## src/rtl/idiv_seq_if.sv

```systemverilog
// Start/Ready/Done handshake and operand/result bus of the sequential divider.
// The controller drives the master side. The divider implements the slave side.
interface idiv_seq_if #(parameter int SIZE = 16);
    logic            start;
    logic [SIZE-1:0] a;
    logic [SIZE-1:0] b;
    logic            ready;
    logic            done;
    logic            div_by_zero;
    logic [SIZE-1:0] quotient;
    logic [SIZE-1:0] remainder;

    modport master (
        output start, a, b,
        input  ready, done, div_by_zero, quotient, remainder
    );

    modport slave (
        input  start, a, b,
        output ready, done, div_by_zero, quotient, remainder
    );
endinterface

```

## src/rtl/idiv_seq.sv

```systemverilog
// Unsigned restoring divider, one quotient bit per cycle, or two per cycle when RADIX4_EN is defined.
// Latency: SIZE+1 cycles from the accepting edge to done (SIZE/2+1 with RADIX4_EN), 1 cycle when b==0.
// Backpressure: ready is low while BUSY and start is ignored there; a start in the DONE cycle is accepted back-to-back.
module idiv_seq #(
    parameter int SIZE = 16
) (
    input  logic      clock,
    input  logic      reset,
    idiv_seq_if.slave bus
);

`ifdef RADIX4_EN
    localparam int ITER = SIZE / 2;
`else
    localparam int ITER = SIZE;
`endif
    localparam int            CW   = $clog2(SIZE + 1);
    localparam logic [CW-1:0] LAST = CW'(ITER - 1);

    typedef enum logic [1:0] {IDLE, BUSY, DONE} state_t;

    state_t          state, state_nxt;
    logic [SIZE-1:0] rem_q, dvd_q, div_q;
    logic [SIZE-1:0] rem_nxt, dvd_nxt;
    logic [CW-1:0]   cnt_q;
    logic [SIZE-1:0] quo_out, rem_out;
    logic            dbz_out;
    logic            accept, last;

    assign accept = bus.start && (state != BUSY);
    assign last   = (cnt_q == LAST);

    always_ff @(posedge clock) begin
        if (!reset) begin
            state <= IDLE;
        end else begin
            state <= state_nxt;
        end
    end

    always_comb begin
        state_nxt = state;
        bus.ready = 1'b1;
        bus.done  = 1'b0;
        case (state)
            IDLE, DONE: begin
                bus.done = (state == DONE);
                if (bus.start) begin
                    state_nxt = (bus.b == '0) ? DONE : BUSY;
                end else begin
                    state_nxt = IDLE;
                end
            end
            BUSY: begin
                bus.ready = 1'b0;
                if (last) begin
                    state_nxt = DONE;
                end
            end
            default: state_nxt = IDLE;
        endcase
    end

`ifdef RADIX4_EN
    // Three times the divisor, formed once per operation so each step is compare-and-select only.
    logic [SIZE+1:0] b3_q;
    logic [SIZE+1:0] shifted;
    logic [SIZE-1:0] sub;
    logic [1:0]      qd;

    always_comb begin
        shifted = {rem_q, dvd_q[SIZE-1 -: 2]};
        qd      = 2'd0;
        sub     = '0;
        if (shifted >= b3_q) begin
            qd  = 2'd3;
            sub = b3_q[SIZE-1:0];
        end else if (shifted >= {1'b0, div_q, 1'b0}) begin
            qd  = 2'd2;
            sub = {div_q[SIZE-2:0], 1'b0};
        end else if (shifted >= {2'b00, div_q}) begin
            qd  = 2'd1;
            sub = div_q;
        end
        // The true difference is below the divisor, so the low SIZE bits hold it exactly.
        rem_nxt = shifted[SIZE-1:0] - sub;
        dvd_nxt = {dvd_q[SIZE-3:0], qd};
    end

    always_ff @(posedge clock) begin
        if (!reset) begin
            b3_q <= '0;
        end else if (accept) begin
            b3_q <= ({2'b00, bus.b} << 1) + {2'b00, bus.b};
        end
    end
`else
    // SIZE+1 bit partial remainder keeps the trial subtraction exact when the divisor MSB is set.
    logic [SIZE:0] shifted;
    logic          ge;

    always_comb begin
        shifted = {rem_q, dvd_q[SIZE-1]};
        ge      = (shifted >= {1'b0, div_q});
        rem_nxt = ge ? (shifted[SIZE-1:0] - div_q) : shifted[SIZE-1:0];
        dvd_nxt = {dvd_q[SIZE-2:0], ge};
    end
`endif

    always_ff @(posedge clock) begin
        if (!reset) begin
            rem_q   <= '0;
            dvd_q   <= '0;
            div_q   <= '0;
            cnt_q   <= '0;
            quo_out <= '0;
            rem_out <= '0;
            dbz_out <= 1'b0;
        end else if (accept) begin
            rem_q <= '0;
            dvd_q <= bus.a;
            div_q <= bus.b;
            cnt_q <= '0;
            if (bus.b == '0) begin
                quo_out <= '1;
                rem_out <= bus.a;
                dbz_out <= 1'b1;
            end
        end else if (state == BUSY) begin
            rem_q <= rem_nxt;
            dvd_q <= dvd_nxt;
            cnt_q <= cnt_q + 1'b1;
            if (last) begin
                quo_out <= dvd_nxt;
                rem_out <= rem_nxt;
                dbz_out <= 1'b0;
            end
        end
    end

    assign bus.quotient    = quo_out;
    assign bus.remainder   = rem_out;
    assign bus.div_by_zero = dbz_out;

endmodule
```

## src/flat_wrapper.sv

```systemverilog
// flat-port wrapper written by rule: the top's interface ports become plain ports
module idiv_seq_flat 
#(
    parameter int SIZE = 16
)
  (clock, reset, bus_start, bus_a, bus_b, bus_ready, bus_done, bus_div_by_zero, bus_quotient, bus_remainder);
  idiv_seq_if #(.SIZE(SIZE)) bus_i ();
  input  logic clock;
  input  logic reset;
  input wire logic [$bits(bus_i.start)-1:0] bus_start;
  input wire logic [$bits(bus_i.a)-1:0] bus_a;
  input wire logic [$bits(bus_i.b)-1:0] bus_b;
  output wire logic [$bits(bus_i.ready)-1:0] bus_ready;
  output wire logic [$bits(bus_i.done)-1:0] bus_done;
  output wire logic [$bits(bus_i.div_by_zero)-1:0] bus_div_by_zero;
  output wire logic [$bits(bus_i.quotient)-1:0] bus_quotient;
  output wire logic [$bits(bus_i.remainder)-1:0] bus_remainder;
  assign bus_i.start = bus_start;
  assign bus_i.a = bus_a;
  assign bus_i.b = bus_b;
  assign bus_ready = bus_i.ready;
  assign bus_done = bus_i.done;
  assign bus_div_by_zero = bus_i.div_by_zero;
  assign bus_quotient = bus_i.quotient;
  assign bus_remainder = bus_i.remainder;
  idiv_seq #(.SIZE(SIZE)) u_core (.clock(clock), .reset(reset), .bus(bus_i));
endmodule
```

## config.mk

```make
export PLATFORM = sky130hd
export DESIGN_NAME = idiv_seq_flat
export DESIGN_NICKNAME = d
export VERILOG_FILES = /design/src/rtl/idiv_seq_if.sv /design/src/rtl/idiv_seq.sv /design/src/flat_wrapper.sv
export SDC_FILE = /design/constraint.sdc
export NUM_CORES = 1
export LEC_CHECK = 0
export ABC_AREA = 1
export CAP_MARGIN = 20
export CELL_PAD_IN_SITES_DETAIL_PLACEMENT = 2
export CELL_PAD_IN_SITES_GLOBAL_PLACEMENT = 2
export CORE_UTILIZATION = 32
export CTS_BUF_LIST = sky130_fd_sc_hd__clkbuf_16
export CTS_CLUSTER_SIZE = 25
export DETAILED_ROUTE_END_ITERATION = 7
export GPL_ROUTABILITY_DRIVEN = 1
export GPL_TIMING_DRIVEN = 0
export MAX_ROUTING_LAYER = met4
export PLACE_DENSITY_LB_ADDON = 0.2
export SYNTH_ARGS = -nofsm -noshare
export SYNTH_HDL_FRONTEND = slang
export SYNTH_SLANG_ARGS = --single-unit
```

## constraint.sdc

```tcl
create_clock -name clock -period 3.2 [get_ports clock]
set_input_delay 0.64 -clock clock [delete_from_list [all_inputs] [get_ports clock]]
set_output_delay 0.64 -clock clock [all_outputs]
set_load 0.1 [all_outputs]
```

# ---- Yosys cells after proc, flatten, opt, wreduce, memory -nomap -nowiden
# Cells that the tools add are included.
dict set report totals {
  memories 0
  register_bits 88
  ram_bits 0
  latch_bits 0
  inputBits 35
  wordCells 47
  out_inout_bits 35
  romBits 0
}
dict set report op_classes {
  multipliers 0
  shift 0
  div 0
  bitwise_logic 1
  n_reduce_logical 8
  order_cmp 1
  n_addsub 2
  mux 21
  n_eq_ne 6
}
# cell count
set op_table {}
lappend op_table {{2-to-1 mux 16 bit} 11}
lappend op_table {{>= comparator 17 x 16 -> 1 bit} 1}
lappend op_table {{zero test 16 bit} 1}
lappend op_table {{subtractor 16 bit} 1}
lappend op_table {{2-to-1 mux 1 bit} 6}
lappend op_table {{2-to-1 mux 2 bit} 3}
lappend op_table {{adder 5 x 1 -> 5 bit, second input constant} 1}
lappend op_table {{equality test 5 x 4 -> 1 bit, second input constant} 1}
lappend op_table {{inequality test 2 x 1 -> 1 bit, second input constant} 2}
lappend op_table {{case mux 2 bit (2 select lines)} 1}
lappend op_table {{nonzero test 2 bit} 2}
lappend op_table {{OR reduction 2 bit} 2}
lappend op_table {{AND reduction 3 bit} 1}
lappend op_table {{equality test 2 x 1 -> 1 bit, second input constant} 1}
lappend op_table {{equality test 2 bit, second input constant} 1}
lappend op_table {{zero test 2 bit} 1}
lappend op_table {{inequality test 2 bit, second input constant} 1}
lappend op_table {{logical AND 1 bit} 1}
lappend op_table {{inverter 1 bit} 1}

# ---- Longest topological paths before layout
dict set report logic_depth {
  ltp_word 5
  mapped_depth 16
  depth_no_buf 15
}

# ---- Least setup slack after synthesis
# OpenSTA, ideal clock, no wires.
dict set report synth_path {
  path_kind {register to output}
  startpoint {reg u_core.state[1]}
  endpoint {out bus_ready}
  path_slack_ps 775
  required_time_ps 2560
  path_stages_with_launch 5
  arrival_ps 1785
  n_path_buf 2
  path_cell_list {dfxtp_1 nor2_4 inv_2 clkbuf_1 clkbuf_1}
}
dict set report synth_via {
  elab_chain_cells 2
}
# item line
set synth_lines {}
lappend synth_lines {{start: declaration} idiv_seq.sv:22} ;# state_t state, state_nxt;
lappend synth_lines {{start signal: assignment} idiv_seq.sv:37} ;# state <= state_nxt;
lappend synth_lines {{equality test 2 x 1 -> 1 bit} idiv_seq.sv:45} ;# case (state)
lappend synth_lines {{2-to-1 mux 1 bit} idiv_seq.sv:45}
lappend synth_lines {{end: declaration} flat_wrapper.sv:13} ;# output wire logic [$bits(bus_i.ready)-1:0] bus_ready;
# No other way between the ends.

# ---- Worst setup path after layout
# Ends and elaborated chain as after synthesis.

==> flow_metrics.py <==
metrics = {
    "finish": {
        "diodes": 0,
        "stdcell_count": 1025,
        "area_growth_pct": 24.8,
        "drive_gt1_share_pct": 7.77,
        "fillerInstances": 1844,
        "finalInstanceArea_sq_um": 6240,
        "nNetsFinal": 886,
    },
    "detailed_routing": {
        "via_count": 5131,
        "dr.pass1.iters": 4,
        "ant_nets": 0,
        "routed_via_density": 5.01,
        "wire_per_inst_microns": 18.8,
        "drcViolationCount": 0,
        "wl_mm": 19.3,
        "drt_iter0_markers": 200,
    },
    "sta": {
        "hold_viol": 0,
        "maxSlewViolCount": 0,
        "finalCritPeriodShare_pct": 94.4,
        "slew_headroom_pct": 34.5,
        "finClkSkew_ns": 0.00579,
        "tightest_slew_ns": 0.980,
        "finalSetupViolCount": 0,
        "fmax_ghz": 0.331,
        "rsz0062_at_grt": "false",
        "min_period_ns": 3.02,
    },
    "flow_run": {
        "cap_violations": 0,
    },
    "setup_path": {
        "crit_type": "reg -> out",
        "setup.worst_path.start": "u_core.state[1]",
        "end_kind": "primary output",
        "startpoint_type": "flip-flop",
        "r2r_start": "u_core.div_q[14]",
        "crit_required_ns": 2.56,
        "reg2reg_slack_ns": 0.87,
        "cp.arrival_ns": 2.38,
        "cp_max_fo": 10,
        "r2r-end": "u_core.rem_q[11]",
        "ff2ff_path_depth": 15,
    },
    "clocking": {
        "tritoncts": "built",
        "path_clk_slew_ns": 0.07,
        "h-tree-depth": 3,
        "cts_hold_buf": 0,
        "cts_buffers": 9,
        "clkSinkCount": 88,
        "insertion_delay_ns": 0.35,
        "cts_buffer_depth": 2,
        "cts_setup_buffers": 0,
        "cts-root-buf": "clkbuf_16",
    },
    "logic_synthesis": {
        "synth_edf_count": 0,
        "syn_nets": 806,
        "synth.area.top_cells": "dfxtp_1 35%, inv_1 11%, nand2_1 11%",
        "synth_area_per_cell_sq_um": 6.65,
        "ys_seq_area_share_pct": 35.2,
        "syn_inst": 752,
        "yosysTopAreaCell": "dfxtp_1",
        "synthesis.area_sq_um": 5000,
        "synth.top_cell.area_share_pct": 35.2,
        "async_reset_ff_share_pct": 0,
        "synthFlopType": "dfxtp_1",
        "yosysUniqueCellTypes": 36,
        "ys_ff_latch": 88,
        "yosys_warnings": 0,
    },
    "grt": {
        "antenna_found_initial": 0,
        "grt_pass1_vias": 5838,
        "grt_max_degree": 15,
        "grt_overflow": 0,
        "grt_pass1_wl_mm": 30.8,
        "grt.total_usage_pct": 25.9,
    },
    "place": {
        "hpwl_mm": 15.5,
        "dpl_cell_area_sq_um": 5930,
        "dp.cells": 1009,
        "portBuffers": 69,
        "gp_congestion": 0.838,
    },
    "min_path": {
        "hold_end": "u_core.div_q[7]",
        "hp-start": "u_core.div_q[7]",
        "hold_class": "reg -> reg",
        "holdPathStages": 2,
    },
    "run_status": {
        "status": "completed",
    },
    "power": {
        "ir_worst_vdd_mv": 0.311,
        "p_leak_nw": 3.11,
        "powerDensity_nw_per_um2": 534,
    },
    "floorplan": {
        "die_x_microns": 127,
        "pin_count": 70,
        "dieHeight_microns": 127,
        "core.rowCount": 45,
        "die-area_sq_um": 16100,
        "coreArea_sq_um": 15200,
        "initial_core_util_pct": 32.9,
    },
}
==> Yosys cell counts, types with 7 or more instances <==
cell and count:
a21oi_1 50, o221ai_1 16, nand2_1 145, nand3_1 45
nor2_1 71, clkbuf_1 16, buf_2 9, ha_1 18
dfxtp_1 88, o21ai_1 7, inv_2 9, inv_1 148
o21ai_0 53, nand2_2 11, o22ai_1 9
==> flip-flops by register name, indices dropped and copies added, names as in the netlist <==
register / count
u_core.bus.remainder: 16
u_core.cnt_q: 5
u_core.div_q: 16
u_core.dvd_q: 16
u_core.rem_q: 16
u_core.bus.quotient: 16
u_core.state: 2
u_core.bus.div_by_zero: 1
==> per-stage QoR <==
step	TNS, ns	total power [W]	hold WS (ns)	setup slack (ns)	util [%]
floorplan	0	0.00186	0.435	0.775	-
global placement	-0.149	0.00216	0.448	-0.149	39.0
detailed placement	-0.174	0.00221	0.460	-0.174	39.0
CTS	0	0.00336	0.469	0.00716	41.1
global route	0	0.00352	0.499	0.0738	41.1
finish	0	0.00333	0.465	0.180	41.1
==> report_power, final <==
| part | internal [W] | total [W] | switching (W) |
|---|---|---|---|
| combinational | 0.000331 | 0.00102 | 0.000685 |
| sequential | 0.00114 | 0.00117 | 0.0000286 |
| clock | 0.000680 | 0.00115 | 0.000467 |
==> cells in the final DEF (no fill, tap or decap), types with 5 or more instances in the layout <==
| cell type | n |
|---|---|
| nor2_1 | 71 |
| nand3_1 | 45 |
| o22ai_1 | 9 |
| clkbuf_16 | 9 |
| nand2_1 | 145 |
| clkbuf_1 | 15 |
| xor2_1 | 5 |
| inv_1 | 151 |
| o21ai_0 | 53 |
| o221ai_1 | 16 |
| buf_2 | 9 |
| nand4_1 | 5 |
| dfxtp_1 | 88 |
| and2_1 | 5 |
| ha_1 | 18 |
| nand2_2 | 11 |
| o21ai_1 | 7 |
| clkdlybuf4s50_1 | 68 |
| a21oi_1 | 50 |
| inv_2 | 9 |
| nor3_1 | 5 |
==> worst max-delay path, cell delays in order, from the launching register on <==
cell and delay (ns):
dfxtp_1 0.40, nor2_4 0.08, inv_2 0.07, clkbuf_1 0.49, clkbuf_2 0.39, clkdlybuf4s18_2 0.59
==> how the worst max path moves through the flow <==
stage | end | slack (ns)
detailed placement | bus_ready | -0.17
CTS | bus_ready | 0.007
finish | bus_ready | 0.18
global route | bus_ready | 0.07
global placement | bus_ready | -0.15
floorplan | bus_ready | 0.77
==> cell families after synthesis <==
group           Yosys count  share of synthesized area [%]
buf+inv                 188                           14.6
flops                    88                           35.2
simple gates            303                           27.0
xor+xnor                  9                           1.58
compound gates          145                           16.6
fa+ha+maj                19                           4.90
==> final cells by class <==
cell class	count	area, sq um	share of cell area [%]
Timing Repair Buffer	69	691	11.1
Buffer	31	144	2.31
Sequential cell	88	1760	28.2
Inverter	157	589	9.44
Tap cell	188	235	3.77
Multi-Input combinational cell	476	2510	40.2
Clock buffer	9	225	3.61
Clock inverter	7	88.8	1.42
==> routing by layer <==
metal  vias up  global-route usage, %  share of wire, %
met5         -                      -                 0
met4         0                   6.23               1.4
met3        21                   3.60               3.3
met2        70                   44.3                49
met1      2516                   32.3                46
li1       2524                      -                 -
==> repair_timing <==
| item | in CTS | in global routing |
|---|---|---|
| cloned | 0 | 0 |
| pin swaps | 0 | 0 |
| endpoints found under the setup margin | 1 | 1 |
| gates resized for setup | 4 | 2 |
Note: power is estimated with default switching activity, not from simulation.
